### src/rtl/mux_sel_arbiter_if.sv
// Bus between the two requesters and the mux select arbiter.
// The master side holds the requests; the slave side (the arbiter) drives
// the mux select, both grants and the busy flag.
interface mux_sel_arbiter_if;
   logic req0;
   logic req1;
   logic sel;
   logic gnt0;
   logic gnt1;
   logic busy;

   modport master (
      output req0,
      output req1,
      input  sel,
      input  gnt0,
      input  gnt1,
      input  busy
   );

   modport slave (
      input  req0,
      input  req1,
      output sel,
      output gnt0,
      output gnt1,
      output busy
   );
endinterface : mux_sel_arbiter_if

### src/rtl/mux_sel_arbiter.sv
// Round-robin arbiter for the transmission-gate 2-to-1 mux.
// A change of the mux select is followed by SETTLE quiet cycles before the
// new owner is granted, so neither requester ever sees the mux output while
// its transmission gates are still switching. An owner is preempted after
// MAX_HOLD grant cycles, but only when the other requester is waiting.
module mux_sel_arbiter #(
   parameter int unsigned SETTLE   = 2,  // 1..255
   parameter int unsigned MAX_HOLD = 8   // 2..255
) (
   input  logic               clock,
   input  logic               reset,
   mux_sel_arbiter_if.slave   bus
);

   typedef enum logic [1:0] {
      ST_IDLE,
      ST_SETTLE,
      ST_GRANT
   } state_e;

   localparam logic [7:0] SETTLE_LAST = 8'(SETTLE - 1);
   localparam logic [7:0] HOLD_LAST   = 8'(MAX_HOLD - 1);

   state_e     state_q;
   logic       sel_q;
   logic       gnt0_q;
   logic       gnt1_q;
   logic       busy_q;
   logic       last_q;     // id of the requester granted most recently
   logic [7:0] cnt_q;      // settle counter in ST_SETTLE, hold counter in ST_GRANT

   logic       any_req_d;
   logic       win_d;      // arbitration winner, meaningful only when any_req_d
   logic       owner_req_d;
   logic       other_req_d;

   // Arbitration and request lookup relative to the current select.
   // The target of a settle and the owner of a grant both equal sel_q,
   // so no separate owner register is needed.
   always_comb begin
      // NOTE: every signal gets a default first so no path leaves it unassigned (no latch).
      any_req_d   = bus.req0 | bus.req1;
      win_d       = 1'b0;
      owner_req_d = sel_q ? bus.req1 : bus.req0;
      other_req_d = sel_q ? bus.req0 : bus.req1;

      if (bus.req0 && bus.req1) begin
         win_d = ~last_q;
      end else if (bus.req1) begin
         win_d = 1'b1;
      end
   end

   // Arbiter FSM with registered select, grants and busy.
   always_ff @(posedge clock) begin
      // NOTE: sequential state uses non-blocking assignments only, so every register
      // samples the pre-edge values regardless of statement order.
      if (reset) begin
         state_q <= ST_IDLE;
         sel_q   <= 1'b0;
         gnt0_q  <= 1'b0;
         gnt1_q  <= 1'b0;
         busy_q  <= 1'b0;
         last_q  <= 1'b1;
         cnt_q   <= 8'd0;
      end else begin
         case (state_q)
            ST_IDLE: begin
               if (any_req_d) begin
                  cnt_q  <= 8'd0;
                  busy_q <= 1'b1;
                  if (win_d == sel_q) begin
                     // Mux already points at the winner: grant at once.
                     state_q <= ST_GRANT;
                     gnt0_q  <= ~win_d;
                     gnt1_q  <= win_d;
                     last_q  <= win_d;
                  end else begin
                     // Switch the mux first; grants stay low while it settles.
                     state_q <= ST_SETTLE;
                     sel_q   <= win_d;
                  end
               end
            end

            ST_SETTLE: begin
               if (!owner_req_d) begin
                  // Target gave up: keep the new select, do not touch last.
                  state_q <= ST_IDLE;
                  busy_q  <= 1'b0;
                  cnt_q   <= 8'd0;
               end else if (cnt_q == SETTLE_LAST) begin
                  state_q <= ST_GRANT;
                  gnt0_q  <= ~sel_q;
                  gnt1_q  <= sel_q;
                  last_q  <= sel_q;
                  cnt_q   <= 8'd0;
               end else begin
                  cnt_q <= cnt_q + 8'd1;
               end
            end

            ST_GRANT: begin
               if (!owner_req_d || (cnt_q == HOLD_LAST && other_req_d)) begin
                  // Release or preemption: one dead IDLE cycle follows.
                  state_q <= ST_IDLE;
                  gnt0_q  <= 1'b0;
                  gnt1_q  <= 1'b0;
                  busy_q  <= 1'b0;
                  cnt_q   <= 8'd0;
               end else if (cnt_q != HOLD_LAST) begin
                  // Saturate so an uncontested owner can hold indefinitely.
                  cnt_q <= cnt_q + 8'd1;
               end
            end

            default: begin
               state_q <= ST_IDLE;
               gnt0_q  <= 1'b0;
               gnt1_q  <= 1'b0;
               busy_q  <= 1'b0;
               cnt_q   <= 8'd0;
            end
         endcase
      end
   end

   assign bus.sel  = sel_q;
   assign bus.gnt0 = gnt0_q;
   assign bus.gnt1 = gnt1_q;
   assign bus.busy = busy_q;

   // Safety invariants of the shared mux.
   a_onehot_gnt : assert property (@(posedge clock) disable iff (reset)
      !(gnt0_q && gnt1_q));
   a_gnt0_sel   : assert property (@(posedge clock) disable iff (reset)
      gnt0_q |-> !sel_q);
   a_gnt1_sel   : assert property (@(posedge clock) disable iff (reset)
      gnt1_q |-> sel_q);

endmodule : mux_sel_arbiter

### src/flat_wrapper.sv
// flat-port wrapper written by rule: the top's interface ports become plain ports
module mux_sel_arbiter_flat 
#(
   parameter int unsigned SETTLE   = 2,           
   parameter int unsigned MAX_HOLD = 8            
)
  (clock, reset, bus_req0, bus_req1, bus_sel, bus_gnt0, bus_gnt1, bus_busy);
  mux_sel_arbiter_if bus_i ();
  input  logic clock;
  input  logic reset;
  input wire logic [$bits(bus_i.req0)-1:0] bus_req0;
  input wire logic [$bits(bus_i.req1)-1:0] bus_req1;
  output wire logic [$bits(bus_i.sel)-1:0] bus_sel;
  output wire logic [$bits(bus_i.gnt0)-1:0] bus_gnt0;
  output wire logic [$bits(bus_i.gnt1)-1:0] bus_gnt1;
  output wire logic [$bits(bus_i.busy)-1:0] bus_busy;
  assign bus_i.req0 = bus_req0;
  assign bus_i.req1 = bus_req1;
  assign bus_sel = bus_i.sel;
  assign bus_gnt0 = bus_i.gnt0;
  assign bus_gnt1 = bus_i.gnt1;
  assign bus_busy = bus_i.busy;
  mux_sel_arbiter #(.SETTLE(SETTLE), .MAX_HOLD(MAX_HOLD)) u_core (.clock(clock), .reset(reset), .bus(bus_i));
endmodule
### config.mk
export PLATFORM = sky130hd
export DESIGN_NAME = mux_sel_arbiter_flat
export DESIGN_NICKNAME = d
export VERILOG_FILES = /design/src/rtl/mux_sel_arbiter_if.sv /design/src/rtl/mux_sel_arbiter.sv /design/src/flat_wrapper.sv
export SDC_FILE = /design/constraint.sdc
export NUM_CORES = 1
export LEC_CHECK = 0
export ABC_CLOCK_PERIOD_IN_PS = 4600
export BUFFER_PORTS_ARGS = -buffer_cell sky130_fd_sc_hd__buf_2
export CORE_UTILIZATION = 45
export CTS_CLUSTER_SIZE = 25
export DETAILED_ROUTE_END_ITERATION = 7
export PLACE_DENSITY_LB_ADDON = 0.05
export REMOVE_ABC_BUFFERS = 1
export SLEW_MARGIN = 20
export SYNTH_ARGS = -nofsm -noshare
export SYNTH_HDL_FRONTEND = slang
export SYNTH_SLANG_ARGS = --single-unit
### constraint.sdc
create_clock -name clock -period 4.6 [get_ports clock]
set_input_delay 0.46 -clock clock [delete_from_list [all_inputs] [get_ports clock]]
set_output_delay 0.46 -clock clock [all_outputs]
set_load 0.02 [all_outputs]
==> flow_metrics.env <==
export IMPL_start_util_pct=48.01
export IMPL_tightest_slew_ns=0.5374
export IMPL_grt_pass1_wl_um=3581
export IMPL_startpoint_type="flip-flop"
export IMPL_cts_tree="yes"
export IMPL_hp_class="in -> reg"
export IMPL_slew_headroom_pct=64.12
export IMPL_worstSetupPathType="reg -> reg"
export IMPL_grt_pass1_vias=794
export IMPL_internal_power_mw=0.2974
export IMPL_hold_path_startpoint="reset"
export IMPL_crit_buf_inv=0
export IMPL_fin_crit_ns=2.060
export IMPL_cts_root_buffer="clkbuf_4"
export IMPL_slowest_delay_ns=0.67
export IMPL_pwr_share_comb_pct=50.5
export IMPL_drive_gt1_share_pct=16.15
export IMPL_finalSetupTns_ns=0
export IMPL_path_clk_slew_ns=0.10
export IMPL_r2r_start="u_core.bus.sel"
export IMPL_cts_resized=0
export IMPL_p_sw_share_pct=43.19
export IMPL_p_clk_share_pct=15.2
export IMPL_syn_to_final_growth_pct=4.784
export IMPL_die_w_um=50.82
export IMPL_hold_depth=2
export IMPL_synthCells=127
export IMPL_n_antenna_cell=0
export IMPL_reg2reg_depth=5
export IMPL_busiest_layer="met2"
export IMPL_rsz0062_at_grt="no"
export IMPL_grt_usage_pct=18.62
export IMPL_layout_commonest_cell="nand2_1"
export IMPL_fin_total_pwr_mw=0.5235
export IMPL_synth_distinct_cells=46
export IMPL_crit_family="flip-flops"
export IMPL_fin_skew_ns=0.0009636
export IMPL_timing_critical_path_to_type="flip-flop"
export IMPL_dr_pass1_iters=4
export IMPL_layout_common_cells="nand2_1 (16), dfxtp_1 (15), nor2_1 (13), a21oi_1 (7), buf_2 (7)"
export IMPL_hold_viol=0
export IMPL_cts_buffers=3
export IMPL_die_h_um=50.82
export IMPL_core_rowCount=17
export IMPL_power_density_nw_per_um2=465.9
export IMPL_clk_latency_ns=0.29
export IMPL_wirelength_um=2067
export IMPL_slew_viol_final=0
export IMPL_gp_congestion=0.7987
export IMPL_grt_met1_usage_pct=24.18
export IMPL_maxCapViolations=0
export IMPL_ant_nets=0
export IMPL_r2r_slack_ns=2.54
export IMPL_p_leak_nw=0.4089
export IMPL_coreArea_um2=2233
export IMPL_r2r_end="u_core.cnt_q[3]"
export IMPL_worst_ep_required_time_ns=4.82
export IMPL_drt_vias_per_instance=5.608
export IMPL_die_area_um2=2582
export IMPL_met2_usage_pct=31.11
export IMPL_vias=886
export IMPL_use_met3_pct=3.571
export IMPL_arrival_ns=2.28
export IMPL_status="finished clean"
export IMPL_portBuffers=7
export IMPL_clockBufferDepth=2
export IMPL_dp_hpwl_um=1532
export IMPL_syn_area_um2=1072
export IMPL_antenna_found_initial=0
export IMPL_critPathSlowestCell="dfxtp_1"
export IMPL_wire_per_inst_um=13.08
export IMPL_overflow=0
export IMPL_synth_warnings=0
export IMPL_clock_sinks=15
export IMPL_final_setup_viol_count=0
export IMPL_cts_max_level=1
export IMPL_crit_fanout=16
export IMPL_n_fill_cell=237
export IMPL_path_cells="mux2_4 > nand2_4 > o32ai_4 > or4b_1 > a31oi_1"
export IMPL_cts_hold_buffers=0
export IMPL_ys_flop_type="dfxtp_1"
export IMPL_fmax_ghz=0.4855
export IMPL_max_vdd_ir_drop_mv=0.3498
export IMPL_min_to="u_core.state_q[0]"
export IMPL_ys_seq_area_share_pct=28.00
export IMPL_grt_max_degree=17
export IMPL_seq_power_share_pct=34.3
export IMPL_ys_ff_latch=15
export IMPL_synth_edf_count=0
export IMPL_ios=8
export IMPL_post_route_drc_count=0
export IMPL_synthArstFlopShare_pct=0
export IMPL_switchingPower_mw=0.2261
export IMPL_finalCritPeriodShare_pct=44.78
export IMPL_drt_initial_drc_count=19
export IMPL_layout_nets=140
export IMPL_avgSynthCellArea_um2=8.443
export IMPL_cts_setup_buffers=0
sequential cells by signal (all words and copies together), names as in the netlist:
signal / cells
u_core.cnt_q: 8
u_core.state_q: 2
u_core.bus.busy: 1
u_core.bus.gnt0: 1
u_core.bus.gnt1: 1
u_core.bus.sel: 1
u_core.last_q: 1
logic make-up (layout without fill, tap and decap cells):
logic type                 Yosys count  count (layout)  share of synthesized area [%]
AOI/OAI and AO/OA                   28              28                          21.24
adders and majority gates            5               5                          5.834
and+or+nand+nor                     54              54                          27.66
buffers and inverters               13              16                          6.067
DFF                                 15              15                          28.00
xor gates and xnor gates             5               5                          4.085
muxes                                7               7                          7.118
power groups by stage:
stage	clock, mW	sequential, mW	combinational, mW
2_1_floorplan	0	0.197	0.190
3_3_place_gp	0	0.181	0.265
3_5_place_dp	0	0.183	0.264
4_1_cts	0.0843	0.179	0.265
5_1_grt	0.0895	0.184	0.294
6_report	0.0797	0.180	0.264
layer usage:
layer / up-vias / part of all wire [%]
met1: 404 / 49
li1: 463 / -
met2: 17 / 47
met3: 2 / 3.1
met4: 0 / 0.77
met5: - / 0
area by class of cell:
type	count	area, µm²	share of cell area [%]
repair buffers	7	35.03	3.118
multi-input cells	99	706.9	62.92
clock buffers	3	22.52	2.004
well taps	28	35.03	3.118
flip-flops and latches	15	300.3	26.73
clock inverters	1	5.005	0.4454
inverters	5	18.77	1.670
worst max path at each step:
stage / startpoint / end / slack (ns) / depth (start not counted)
after floorplan: u_core.bus.sel / u_core.cnt_q[3] / 2.59 / 5
after global placement: u_core.bus.sel / u_core.cnt_q[3] / 2.60 / 5
after detailed placement: u_core.bus.sel / u_core.cnt_q[3] / 2.56 / 5
after CTS: u_core.bus.sel / u_core.cnt_q[3] / 2.55 / 5
after global routing: u_core.bus.sel / u_core.cnt_q[3] / 2.37 / 5
final: u_core.bus.sel / u_core.cnt_q[3] / 2.54 / 5
cell usage after synthesis (all sizes together), types with 2 or more instances:
| cell type | n | area share (%) |
|---|---|---|
| buf | 4 | 2.9 |
| a31oi | 2 | 1.2 |
| mux2i | 5 | 4.7 |
| xor2 | 2 | 1.6 |
| a21oi | 7 | 3.3 |
| nand3b | 2 | 1.4 |
| nand3 | 5 | 2.3 |
| clkbuf | 4 | 1.4 |
| xnor2 | 3 | 2.5 |
| or3b | 3 | 2.5 |
| a311oi | 2 | 2.2 |
| nor3 | 4 | 1.9 |
| nand2 | 17 | 6.7 |
| dfxtp | 15 | 28 |
| or4b | 2 | 2.2 |
| a211oi | 2 | 1.4 |
| o21ai | 5 | 2.3 |
| inv | 5 | 1.8 |
| nor2 | 14 | 5.1 |
| ha | 5 | 5.8 |
| mux2 | 2 | 2.4 |
metrics by stage:
| stage | std cells | hold slack, ns | area, µm² | setup WS [ns] | utilization [%] |
|---|---|---|---|---|---|
| 3_5_place_dp | 154 | 0.4877 | 1096 | 2.562 | 49.08 |
| 3_3_place_gp | 154 | 0.4779 | 1096 | 2.597 | 49.08 |
| 4_1_cts | 158 | 0.4929 | 1124 | 2.550 | 50.31 |
| 5_1_grt | 158 | 0.5179 | 1124 | 2.369 | 50.31 |
| 2_1_floorplan | 119 | 0.4558 | 1026 | 2.591 | - |
| 6_report | 158 | 0.4966 | 1124 | 2.540 | 50.31 |
Power figures use the tool's default switching activity.
